## config.mk

```make
export PLATFORM = sky130hd
export DESIGN_NAME = iccm_port_arb_flat
export DESIGN_NICKNAME = d
export VERILOG_FILES = /design/src/rtl/iccm_port_arb_if.sv /design/src/rtl/iccm_port_arb.sv /design/src/flat_wrapper.sv
export SDC_FILE = /design/constraint.sdc
export NUM_CORES = 1
export LEC_CHECK = 0
export BUFFER_PORTS_ARGS = -buffer_cell sky130_fd_sc_hd__buf_4
export CAP_MARGIN = 25
export CELL_PAD_IN_SITES_DETAIL_PLACEMENT = 1
export CELL_PAD_IN_SITES_GLOBAL_PLACEMENT = 2
export CORE_MARGIN = 10
export CORE_UTILIZATION = 14
export DETAILED_ROUTE_END_ITERATION = 10
export PLACE_DENSITY_LB_ADDON = 0.1
export SLEW_MARGIN = 20
export SYNTH_ARGS = -nofsm -noshare
export SYNTH_HDL_FRONTEND = slang
export SYNTH_SLANG_ARGS = --single-unit
export TNS_END_PERCENT = 5
```

## constraint.sdc

```tcl
create_clock -name clk_i -period 2.1 [get_ports clk_i]
set_input_delay 0 -clock clk_i [delete_from_list [all_inputs] [get_ports clk_i]]
set_output_delay 0 -clock clk_i [all_outputs]
set_load 0.01 [all_outputs]
```

## src/rtl/iccm_port_arb_if.sv

```systemverilog
// Bundle of the two requester ports, the program-mode lock and the SRAM
// macro port of the ICCM arbiter. The slave side is the arbiter itself;
// the master side drives the requests and the SRAM read data.
interface iccm_port_arb_if #(
  parameter int ADDR_WIDTH = 11,
  parameter int DATA_WIDTH = 32,
  parameter int NUM_WMASKS = 4
);
  // requester 0 (bus adapter)
  logic                  r0_req_i;
  logic                  r0_we_i;
  logic [ADDR_WIDTH-1:0] r0_addr_i;
  logic [DATA_WIDTH-1:0] r0_wdata_i;
  logic [NUM_WMASKS-1:0] r0_wmask_i;
  logic                  r0_gnt_o;
  logic                  r0_rvalid_o;
  logic [DATA_WIDTH-1:0] r0_rdata_o;
  // requester 1 (program loader)
  logic                  r1_req_i;
  logic                  r1_we_i;
  logic [ADDR_WIDTH-1:0] r1_addr_i;
  logic [DATA_WIDTH-1:0] r1_wdata_i;
  logic [NUM_WMASKS-1:0] r1_wmask_i;
  logic                  r1_gnt_o;
  logic                  r1_rvalid_o;
  logic [DATA_WIDTH-1:0] r1_rdata_o;
  logic                  r1_lock_i;
  // SRAM macro port
  logic                  csb_o;
  logic                  web_o;
  logic [ADDR_WIDTH-1:0] addr_o;
  logic [DATA_WIDTH-1:0] wdata_o;
  logic [NUM_WMASKS-1:0] wmask_o;
  logic [DATA_WIDTH-1:0] rdata_i;
  // statistics
  logic [15:0]           conflict_cnt_o;

  modport slave (
    input  r0_req_i, r0_we_i, r0_addr_i, r0_wdata_i, r0_wmask_i,
    output r0_gnt_o, r0_rvalid_o, r0_rdata_o,
    input  r1_req_i, r1_we_i, r1_addr_i, r1_wdata_i, r1_wmask_i, r1_lock_i,
    output r1_gnt_o, r1_rvalid_o, r1_rdata_o,
    output csb_o, web_o, addr_o, wdata_o, wmask_o,
    input  rdata_i,
    output conflict_cnt_o
  );

  modport master (
    output r0_req_i, r0_we_i, r0_addr_i, r0_wdata_i, r0_wmask_i,
    input  r0_gnt_o, r0_rvalid_o, r0_rdata_o,
    output r1_req_i, r1_we_i, r1_addr_i, r1_wdata_i, r1_wmask_i, r1_lock_i,
    input  r1_gnt_o, r1_rvalid_o, r1_rdata_o,
    input  csb_o, web_o, addr_o, wdata_o, wmask_o,
    output rdata_i,
    input  conflict_cnt_o
  );
endinterface

```

## src/rtl/iccm_port_arb.sv

```systemverilog
// Two-requester arbiter in front of a single-port ICCM SRAM macro.
// Grants are combinational so one access can be issued every cycle;
// read data comes back one cycle later and is steered to the owner.
// Requester 1 can lock the SRAM for exclusive use in program mode.
module iccm_port_arb #(
  parameter int ADDR_WIDTH = 11,
  parameter int DATA_WIDTH = 32,
  parameter int NUM_WMASKS = 4
) (
  input  logic            clk_i,
  input  logic            rst_i,
  iccm_port_arb_if.slave  bus
);

  logic        last_gnt_q;   // index of the most recently granted requester
  logic        pend_q;       // a read was issued last cycle
  logic        owner_q;      // requester that owns the pending read
  logic [15:0] cnt_q;        // saturating contention counter

  logic        gnt0_d;
  logic        gnt1_d;
  logic        contend_d;

  // Grant decision: lock hands the SRAM to r1 alone; otherwise a lone
  // requester wins and contention alternates away from the last winner.
  always_comb begin
    contend_d = bus.r0_req_i & bus.r1_req_i & ~bus.r1_lock_i;
    gnt0_d    = 1'b0;
    gnt1_d    = 1'b0;
    if (!rst_i) begin
      if (bus.r1_lock_i) begin
        gnt1_d = bus.r1_req_i;
      end else if (contend_d) begin
        gnt0_d = last_gnt_q;
        gnt1_d = ~last_gnt_q;
      end else begin
        gnt0_d = bus.r0_req_i;
        gnt1_d = bus.r1_req_i;
      end
    end
  end

  // SRAM port mux: fields of the winner, reads enable every byte lane,
  // and an idle cycle parks the port with zeroed fields.
  always_comb begin
    bus.csb_o   = 1'b1;
    bus.web_o   = 1'b1;
    bus.addr_o  = '0;
    bus.wdata_o = '0;
    bus.wmask_o = '0;
    if (gnt0_d) begin
      bus.csb_o   = 1'b0;
      bus.web_o   = ~bus.r0_we_i;
      bus.addr_o  = bus.r0_addr_i;
      bus.wdata_o = bus.r0_wdata_i;
      bus.wmask_o = bus.r0_we_i ? bus.r0_wmask_i : {NUM_WMASKS{1'b1}};
    end else if (gnt1_d) begin
      bus.csb_o   = 1'b0;
      bus.web_o   = ~bus.r1_we_i;
      bus.addr_o  = bus.r1_addr_i;
      bus.wdata_o = bus.r1_wdata_i;
      bus.wmask_o = bus.r1_we_i ? bus.r1_wmask_i : {NUM_WMASKS{1'b1}};
    end
  end

  // Arbitration history, read tracking and contention statistics.
  // Reset leaves last_gnt at 1 so requester 0 wins the first contention,
  // and clears any read in flight so its data is never returned.
  always_ff @(posedge clk_i or posedge rst_i) begin
    if (rst_i) begin
      last_gnt_q <= 1'b1;
      pend_q     <= 1'b0;
      owner_q    <= 1'b0;
      cnt_q      <= '0;
    end else begin
      if (gnt0_d | gnt1_d) begin
        last_gnt_q <= gnt1_d;
      end
      pend_q  <= (gnt0_d & ~bus.r0_we_i) | (gnt1_d & ~bus.r1_we_i);
      owner_q <= gnt1_d;
      if (contend_d && cnt_q != 16'hFFFF) begin
        cnt_q <= cnt_q + 16'd1;
      end
    end
  end

  // Response steering: the pending read's data goes to its owner only.
  always_comb begin
    bus.r0_gnt_o       = gnt0_d;
    bus.r1_gnt_o       = gnt1_d;
    bus.r0_rvalid_o    = pend_q & ~owner_q;
    bus.r1_rvalid_o    = pend_q & owner_q;
    bus.r0_rdata_o     = bus.r0_rvalid_o ? bus.rdata_i : '0;
    bus.r1_rdata_o     = bus.r1_rvalid_o ? bus.rdata_i : '0;
    bus.conflict_cnt_o = cnt_q;
  end

endmodule

```

## src/flat_wrapper.sv

```systemverilog
// flat-port wrapper written by rule: the top's interface ports become plain ports
module iccm_port_arb_flat 
#(
  parameter int ADDR_WIDTH = 11,
  parameter int DATA_WIDTH = 32,
  parameter int NUM_WMASKS = 4
)
  (clk_i, rst_i, bus_r0_req_i, bus_r0_we_i, bus_r0_addr_i, bus_r0_wdata_i, bus_r0_wmask_i, bus_r0_gnt_o, bus_r0_rvalid_o, bus_r0_rdata_o, bus_r1_req_i, bus_r1_we_i, bus_r1_addr_i, bus_r1_wdata_i, bus_r1_wmask_i, bus_r1_lock_i, bus_r1_gnt_o, bus_r1_rvalid_o, bus_r1_rdata_o, bus_csb_o, bus_web_o, bus_addr_o, bus_wdata_o, bus_wmask_o, bus_rdata_i, bus_conflict_cnt_o);
  iccm_port_arb_if #(.ADDR_WIDTH(ADDR_WIDTH), .DATA_WIDTH(DATA_WIDTH), .NUM_WMASKS(NUM_WMASKS)) bus_i ();
  input  logic clk_i;
  input  logic rst_i;
  input wire logic [$bits(bus_i.r0_req_i)-1:0] bus_r0_req_i;
  input wire logic [$bits(bus_i.r0_we_i)-1:0] bus_r0_we_i;
  input wire logic [$bits(bus_i.r0_addr_i)-1:0] bus_r0_addr_i;
  input wire logic [$bits(bus_i.r0_wdata_i)-1:0] bus_r0_wdata_i;
  input wire logic [$bits(bus_i.r0_wmask_i)-1:0] bus_r0_wmask_i;
  output wire logic [$bits(bus_i.r0_gnt_o)-1:0] bus_r0_gnt_o;
  output wire logic [$bits(bus_i.r0_rvalid_o)-1:0] bus_r0_rvalid_o;
  output wire logic [$bits(bus_i.r0_rdata_o)-1:0] bus_r0_rdata_o;
  input wire logic [$bits(bus_i.r1_req_i)-1:0] bus_r1_req_i;
  input wire logic [$bits(bus_i.r1_we_i)-1:0] bus_r1_we_i;
  input wire logic [$bits(bus_i.r1_addr_i)-1:0] bus_r1_addr_i;
  input wire logic [$bits(bus_i.r1_wdata_i)-1:0] bus_r1_wdata_i;
  input wire logic [$bits(bus_i.r1_wmask_i)-1:0] bus_r1_wmask_i;
  input wire logic [$bits(bus_i.r1_lock_i)-1:0] bus_r1_lock_i;
  output wire logic [$bits(bus_i.r1_gnt_o)-1:0] bus_r1_gnt_o;
  output wire logic [$bits(bus_i.r1_rvalid_o)-1:0] bus_r1_rvalid_o;
  output wire logic [$bits(bus_i.r1_rdata_o)-1:0] bus_r1_rdata_o;
  output wire logic [$bits(bus_i.csb_o)-1:0] bus_csb_o;
  output wire logic [$bits(bus_i.web_o)-1:0] bus_web_o;
  output wire logic [$bits(bus_i.addr_o)-1:0] bus_addr_o;
  output wire logic [$bits(bus_i.wdata_o)-1:0] bus_wdata_o;
  output wire logic [$bits(bus_i.wmask_o)-1:0] bus_wmask_o;
  input wire logic [$bits(bus_i.rdata_i)-1:0] bus_rdata_i;
  output wire logic [$bits(bus_i.conflict_cnt_o)-1:0] bus_conflict_cnt_o;
  assign bus_i.r0_req_i = bus_r0_req_i;
  assign bus_i.r0_we_i = bus_r0_we_i;
  assign bus_i.r0_addr_i = bus_r0_addr_i;
  assign bus_i.r0_wdata_i = bus_r0_wdata_i;
  assign bus_i.r0_wmask_i = bus_r0_wmask_i;
  assign bus_r0_gnt_o = bus_i.r0_gnt_o;
  assign bus_r0_rvalid_o = bus_i.r0_rvalid_o;
  assign bus_r0_rdata_o = bus_i.r0_rdata_o;
  assign bus_i.r1_req_i = bus_r1_req_i;
  assign bus_i.r1_we_i = bus_r1_we_i;
  assign bus_i.r1_addr_i = bus_r1_addr_i;
  assign bus_i.r1_wdata_i = bus_r1_wdata_i;
  assign bus_i.r1_wmask_i = bus_r1_wmask_i;
  assign bus_i.r1_lock_i = bus_r1_lock_i;
  assign bus_r1_gnt_o = bus_i.r1_gnt_o;
  assign bus_r1_rvalid_o = bus_i.r1_rvalid_o;
  assign bus_r1_rdata_o = bus_i.r1_rdata_o;
  assign bus_csb_o = bus_i.csb_o;
  assign bus_web_o = bus_i.web_o;
  assign bus_addr_o = bus_i.addr_o;
  assign bus_wdata_o = bus_i.wdata_o;
  assign bus_wmask_o = bus_i.wmask_o;
  assign bus_i.rdata_i = bus_rdata_i;
  assign bus_conflict_cnt_o = bus_i.conflict_cnt_o;
  iccm_port_arb #(.ADDR_WIDTH(ADDR_WIDTH), .DATA_WIDTH(DATA_WIDTH), .NUM_WMASKS(NUM_WMASKS)) u_core (.clk_i(clk_i), .rst_i(rst_i), .bus(bus_i));
endmodule
```

Word-level counts from Yosys, hierarchy flattened
Index checks and enable logic that the tools add are counted.
{ "classes": {"addsub": 1, "n_eq_ne": 1, "muxes": 20, "bitwise": 13, "n_reduce_logical": 1} }
{ "ops": {"columns": ["cell", "n"], "rows": [
  ["$mux 32", 4],
  ["$mux 11", 2],
  ["$add 16x1->16 const B", 1],
  ["$mux 4", 4],
  ["$ne 16x16->1 const B", 1],
  ["$mux 1", 10],
  ["$and 1x1->1", 6],
  ["$not 1->1", 5],
  ["$or 1x1->1", 2],
  ["$logic_and 1x1->1", 1]
]} }
{ "totals": {"ff_bits": 19, "inputBits": 133, "out_inout_bits": 133, "wordCells": 40} }

Longest topological paths before layout
{ "logic_depth": {"word_depth": 7, "ltp_mapped": 6, "depth_no_buf": 5} }

Least setup slack after synthesis
Ideal clock, no wire load.
{ "synth_timing": {"path_kind": "register to register", "from": "reg u_core.cnt_q[0] (netlist: u_core.bus.conflict_cnt_o[0])", "to": "reg u_core.cnt_q[1] (netlist: u_core.bus.conflict_cnt_o[1])", "setup_time_ps": 125, "t_arrival_ps": 1668, "required_time_ps": 1975, "setup_slack_ps": 307, "path_stages_with_launch": 7, "n_path_buf": 1, "path_cell_list": "dfrtp_1 > ha_1 > and4_4 > and4b_1 > buf_6 > nor2_4 > mux2_4"} }
{ "synth_via": {"elab_chain_cells": 2, "word_cells_on_any_way": 3, "classes_between": "add/sub (1); eq/ne (1); reduce/logical (1)"} }
{ "synth_rtl": {"columns": ["item", "line", "rtl"], "rows": [
  ["from (decl)", "iccm_port_arb.sv:18", "logic [15:0] cnt_q;"],
  ["from (signal assigned)", "iccm_port_arb.sv:82", "cnt_q <= cnt_q + 16'd1;"],
  ["branches (longest 2 deep; another with $add 16x1->16)", null, null]
]} }
Parallel ways; which one is timed is not known.
A chain may end at the register's enable or synchronous reset.

Final worst setup path
{ "layout_timing": {"from": "reg u_core.cnt_q[1] (netlist: u_core.bus.conflict_cnt_o[1])", "to": "reg u_core.cnt_q[1] (netlist: u_core.bus.conflict_cnt_o[1])"} }
Same word-level chain as after synthesis.

==> summary.md <==
| Metric | Value |
|---|---|
| Outcome | finished, final reports clean |
| Post-Synthesis Cells | 234 |
| Gr ovfl total | 0 |
| Peak supply drop | 0.275 mV |
| Post-synth EDFFs | 0 |
| Syn_nets | 368 |
| Final Cycle Share | 0.944 |
| Int Pwr | 1.20 mW |
| Final antenna-violating net count | 0 |
| Hold Path Origin | bus_r1_req_i |
| Final instance area | 0.00428 mm^2 |
| Layout cells sized above 1 | 0.595 |
| Storage element area | 477 um^2 |
| RSZ-0062 raised after global routing | no |
| Fin cells | 671 |
| Postcts setup bufs | 0 |
| Worst EP required | 2.24 ns |
| Vias per cell | 4.30 |
| Fin crit period | 1.98 ns |
| Reg-to-reg endpoint | u_core.bus.conflict_cnt_o[1]$_DFFE_PP0P_ |
| Area leader, netlist | dfrtp_1 |
| Nets | 626 |
| Sequential Power Share | 0.281 |
| Worst Hold Depth | 3 |
| FILL cells | 1,686 |
| Footprint of the multi-input gates | 0.00140 mm^2 |
| Initial DRC Count | 73 |
| Layout area overhead | 117% |
| NetSw | 0.626 mW |
| Syn avg cell area | 8.43 um^2 |
| Reg clk slew, reported paths | 0.06 ns |
| I/O Buffers | 265 |
| Startpoint Class | flip-flop |
| HPWL Detailed | 11,000 um |
| Worst Hold Class | in2reg |
| Distinct cell type count after synthesis | 39 |
| Root buffer cell | clkbuf_16 |
| Worst setup margin | 0.117 ns |
| Part of the power in combinational logic | 0.502 |
| First-pass GRT wire length | 19,500 um |
| Final Power | 1.82 mW |
| Largest fanout on the critical path | 8 |
| Hold Vio Cnt, Final | 0 |
| Clock skew | 0.00273 ns |
| TritonCTS clock tree | yes |
| Critical Path AT | 2.12 ns |
| TritonCTS buffer count | 3 |
| Post-synth top area share | 0.228 |
| Hold slack | 0.130 ns |
| Register area share after synthesis | 0.242 |
| Die Ht | 139 um |
| Switching share of power | 0.343 |
| CORE AREA | 0.0138 mm^2 |
| Initial antenna violation count | 0 |
| Synth area leaders | dfrtp_1, a22o_1, and2_1 |
| Clock network fraction of total power | 0.217 |
| Fin Setup TNS | 0 ns |
| Starting Density | 0.143 |
| CTS Sinks | 19 |
| Worst slew margin | 0.641 |
| Pleak | 2.37 nW |
| Worst-Margin Slew | 0.538 ns |
| Worst-skew pair later-pin latency | 0.25 ns |
| CTS max path bufs | 2 |
| Cells on worst reg2reg path | 5 |
| Gp weighted congestion | 0.740 |
| Dpl ws | 0.149 ns |
| Ant. Diodes | 0 |
| Warnings, synthesis | 0 |
| Max_cap viols | 0 |
| GRT Total Usage | 0.125 |
| Critical path capture point type | flip-flop |
| Cts hold-fix bufs | 1 |
| Slew Limit Fails | 0 |
| Final setup fails | 0 |
| Power density cells | 426 mW/mm^2 |
| Cts repair resizes | 0 |
| Flops & latches, synth | 19 |
| Synth async-reset ratio | 1.00 |
| Die area | 0.0192 mm^2 |
| Dpl cell area | 0.00419 mm^2 |
| Via count | 2,887 |
| RR Startpoint | u_core.bus.conflict_cnt_o[1]$_DFFE_PP0P_ |
| Number of H-tree levels | 1 |
| Placed cell count | 666 |
| Row count | 43 |
| Die width | 139 um |
| DRC errors left | 0 |
| WL per Instance | 19.5 um |
| Final WL | 13,100 um |
| Final cell utilization of the core | 0.310 |
| First-pass detailed-route iteration total | 4 |
| Primary FF master, synth | dfrtp_1 |
| R2r setup slk | 0.12 ns |
| Largest net degree at the start of global routing | 51 |
| Vias in the first global route | 3,159 |
| Hold Path Sink | u_core.last_gnt_q$_DFFE_PP1P_ |
| Setup CP Type | reg2reg |
| Maximum clock frequency | 504 MHz |
| Netlist Area Pre-Place | 0.00197 mm^2 |
| I/O pins | 266 |
power by group through the flow:
stage                     Clock [mW]  Sequential (mW)  Combinational [mW]
final                          0.396            0.513               0.915
after global routing           0.425            0.529                1.00
after CTS                      0.409            0.516               0.941
after floorplan                    0            0.538               0.319
after detailed placement           0            0.520               0.935
after global placement             0            0.514               0.937
worst max path at each step:
stage / start / to / slack (ns) / cells after the start
after global routing: u_core.bus.conflict_cnt_o[1]$_DFFE_PP0P_ / u_core.bus.conflict_cnt_o[1]$_DFFE_PP0P_ / 0.008 / 5
final: u_core.bus.conflict_cnt_o[1]$_DFFE_PP0P_ / u_core.bus.conflict_cnt_o[1]$_DFFE_PP0P_ / 0.12 / 5
after detailed placement: u_core.bus.conflict_cnt_o[1]$_DFFE_PP0P_ / u_core.bus.conflict_cnt_o[1]$_DFFE_PP0P_ / 0.15 / 5
after global placement: u_core.bus.conflict_cnt_o[1]$_DFFE_PP0P_ / u_core.bus.conflict_cnt_o[1]$_DFFE_PP0P_ / 0.18 / 5
after floorplan: u_core.bus.conflict_cnt_o[0]$_DFFE_PP0P_ / u_core.bus.conflict_cnt_o[1]$_DFFE_PP0P_ / 0.31 / 6
after CTS: u_core.bus.conflict_cnt_o[1]$_DFFE_PP0P_ / u_core.bus.conflict_cnt_o[1]$_DFFE_PP0P_ / 0.10 / 5
flip-flops by register name, indices dropped and copies added, names as in the netlist:
register,cells
u_core.owner_q,1
u_core.last_gnt_q,1
u_core.pend_q,1
u_core.bus.conflict_cnt_o,16
cells in the mapped netlist, types with 2 or more instances:
cell type and number:
clkbuf_1 15, a22o_1 44, and2_1 33, nand4_1 3, xor2_1 12, buf_4 2
nand3_1 4, and3_1 33, o21ai_0 7, nor3_1 2, o21ai_1 4, nand2b_1 4
buf_2 3, nor2b_1 2, nand2_1 11, and4b_1 2, dfrtp_1 18, nor2_1 2
nor4_2 3, nor4_1 2, nor3_2 4, xnor2_1 2, and4_1 2, inv_1 5
cells by family after synthesis:
family	share of synthesized area
and+or+nand+nor	0.371
AOI/OAI and AO/OA	0.242
buffers and inverters	0.0590
DFF	0.242
xor gates and xnor gates	0.0622
muxes	0.0184
adders and majority gates	0.00634
placed cells by master (no fill, tap or decap), drive strengths merged:
master,synthesis,layout
nand2b,4,4
a21oi,1,1
nor2b,3,3
clkbuf,15,4
mux2i,1,1
and4,3,3
xor2,12,12
a211oi,1,1
inv,5,5
dfstp,1,1
nor3,6,6
dlygate4sd3,0,1
dfrtp,18,18
a2111oi,1,1
o21ai,11,11
nor4,5,5
buf,6,273
nor2,3,3
nand4,3,3
nor3b,1,1
nand2,12,12
and3,33,33
ha,1,1
mux2,2,2
nand3,4,4
a22o,44,44
and4b,2,2
o2111ai,1,1
and2,33,33
xnor2,2,2
per-layer routing:
| layer | track usage | vias to the layer above | part of all wire |
|---|---|---|---|
| li1 | - | 1379 | - |
| met1 | 0.124 | 1329 | 0.36 |
| met2 | 0.232 | 177 | 0.50 |
| met3 | 0.0685 | 2 | 0.13 |
| met4 | 0.0115 | 0 | 0.0033 |
| met5 | 0 | - | 0 |
critical path, cell delays in order, from the launching register on:
cell,delay (ns)
dfrtp_1,0.47
ha_1,0.23
and4_4,0.25
and4b_1,0.55
nor2_4,0.06
mux2_4,0.30
area by class of cell:
type,count,share of cell area
inverter,5,0.00438
multi-input combinational,189,0.326
timing repair buffer,274,0.487
tap,180,0.0526
sequential,19,0.111
clock buffer,4,0.0184
(Power assumes the default switching activity.)
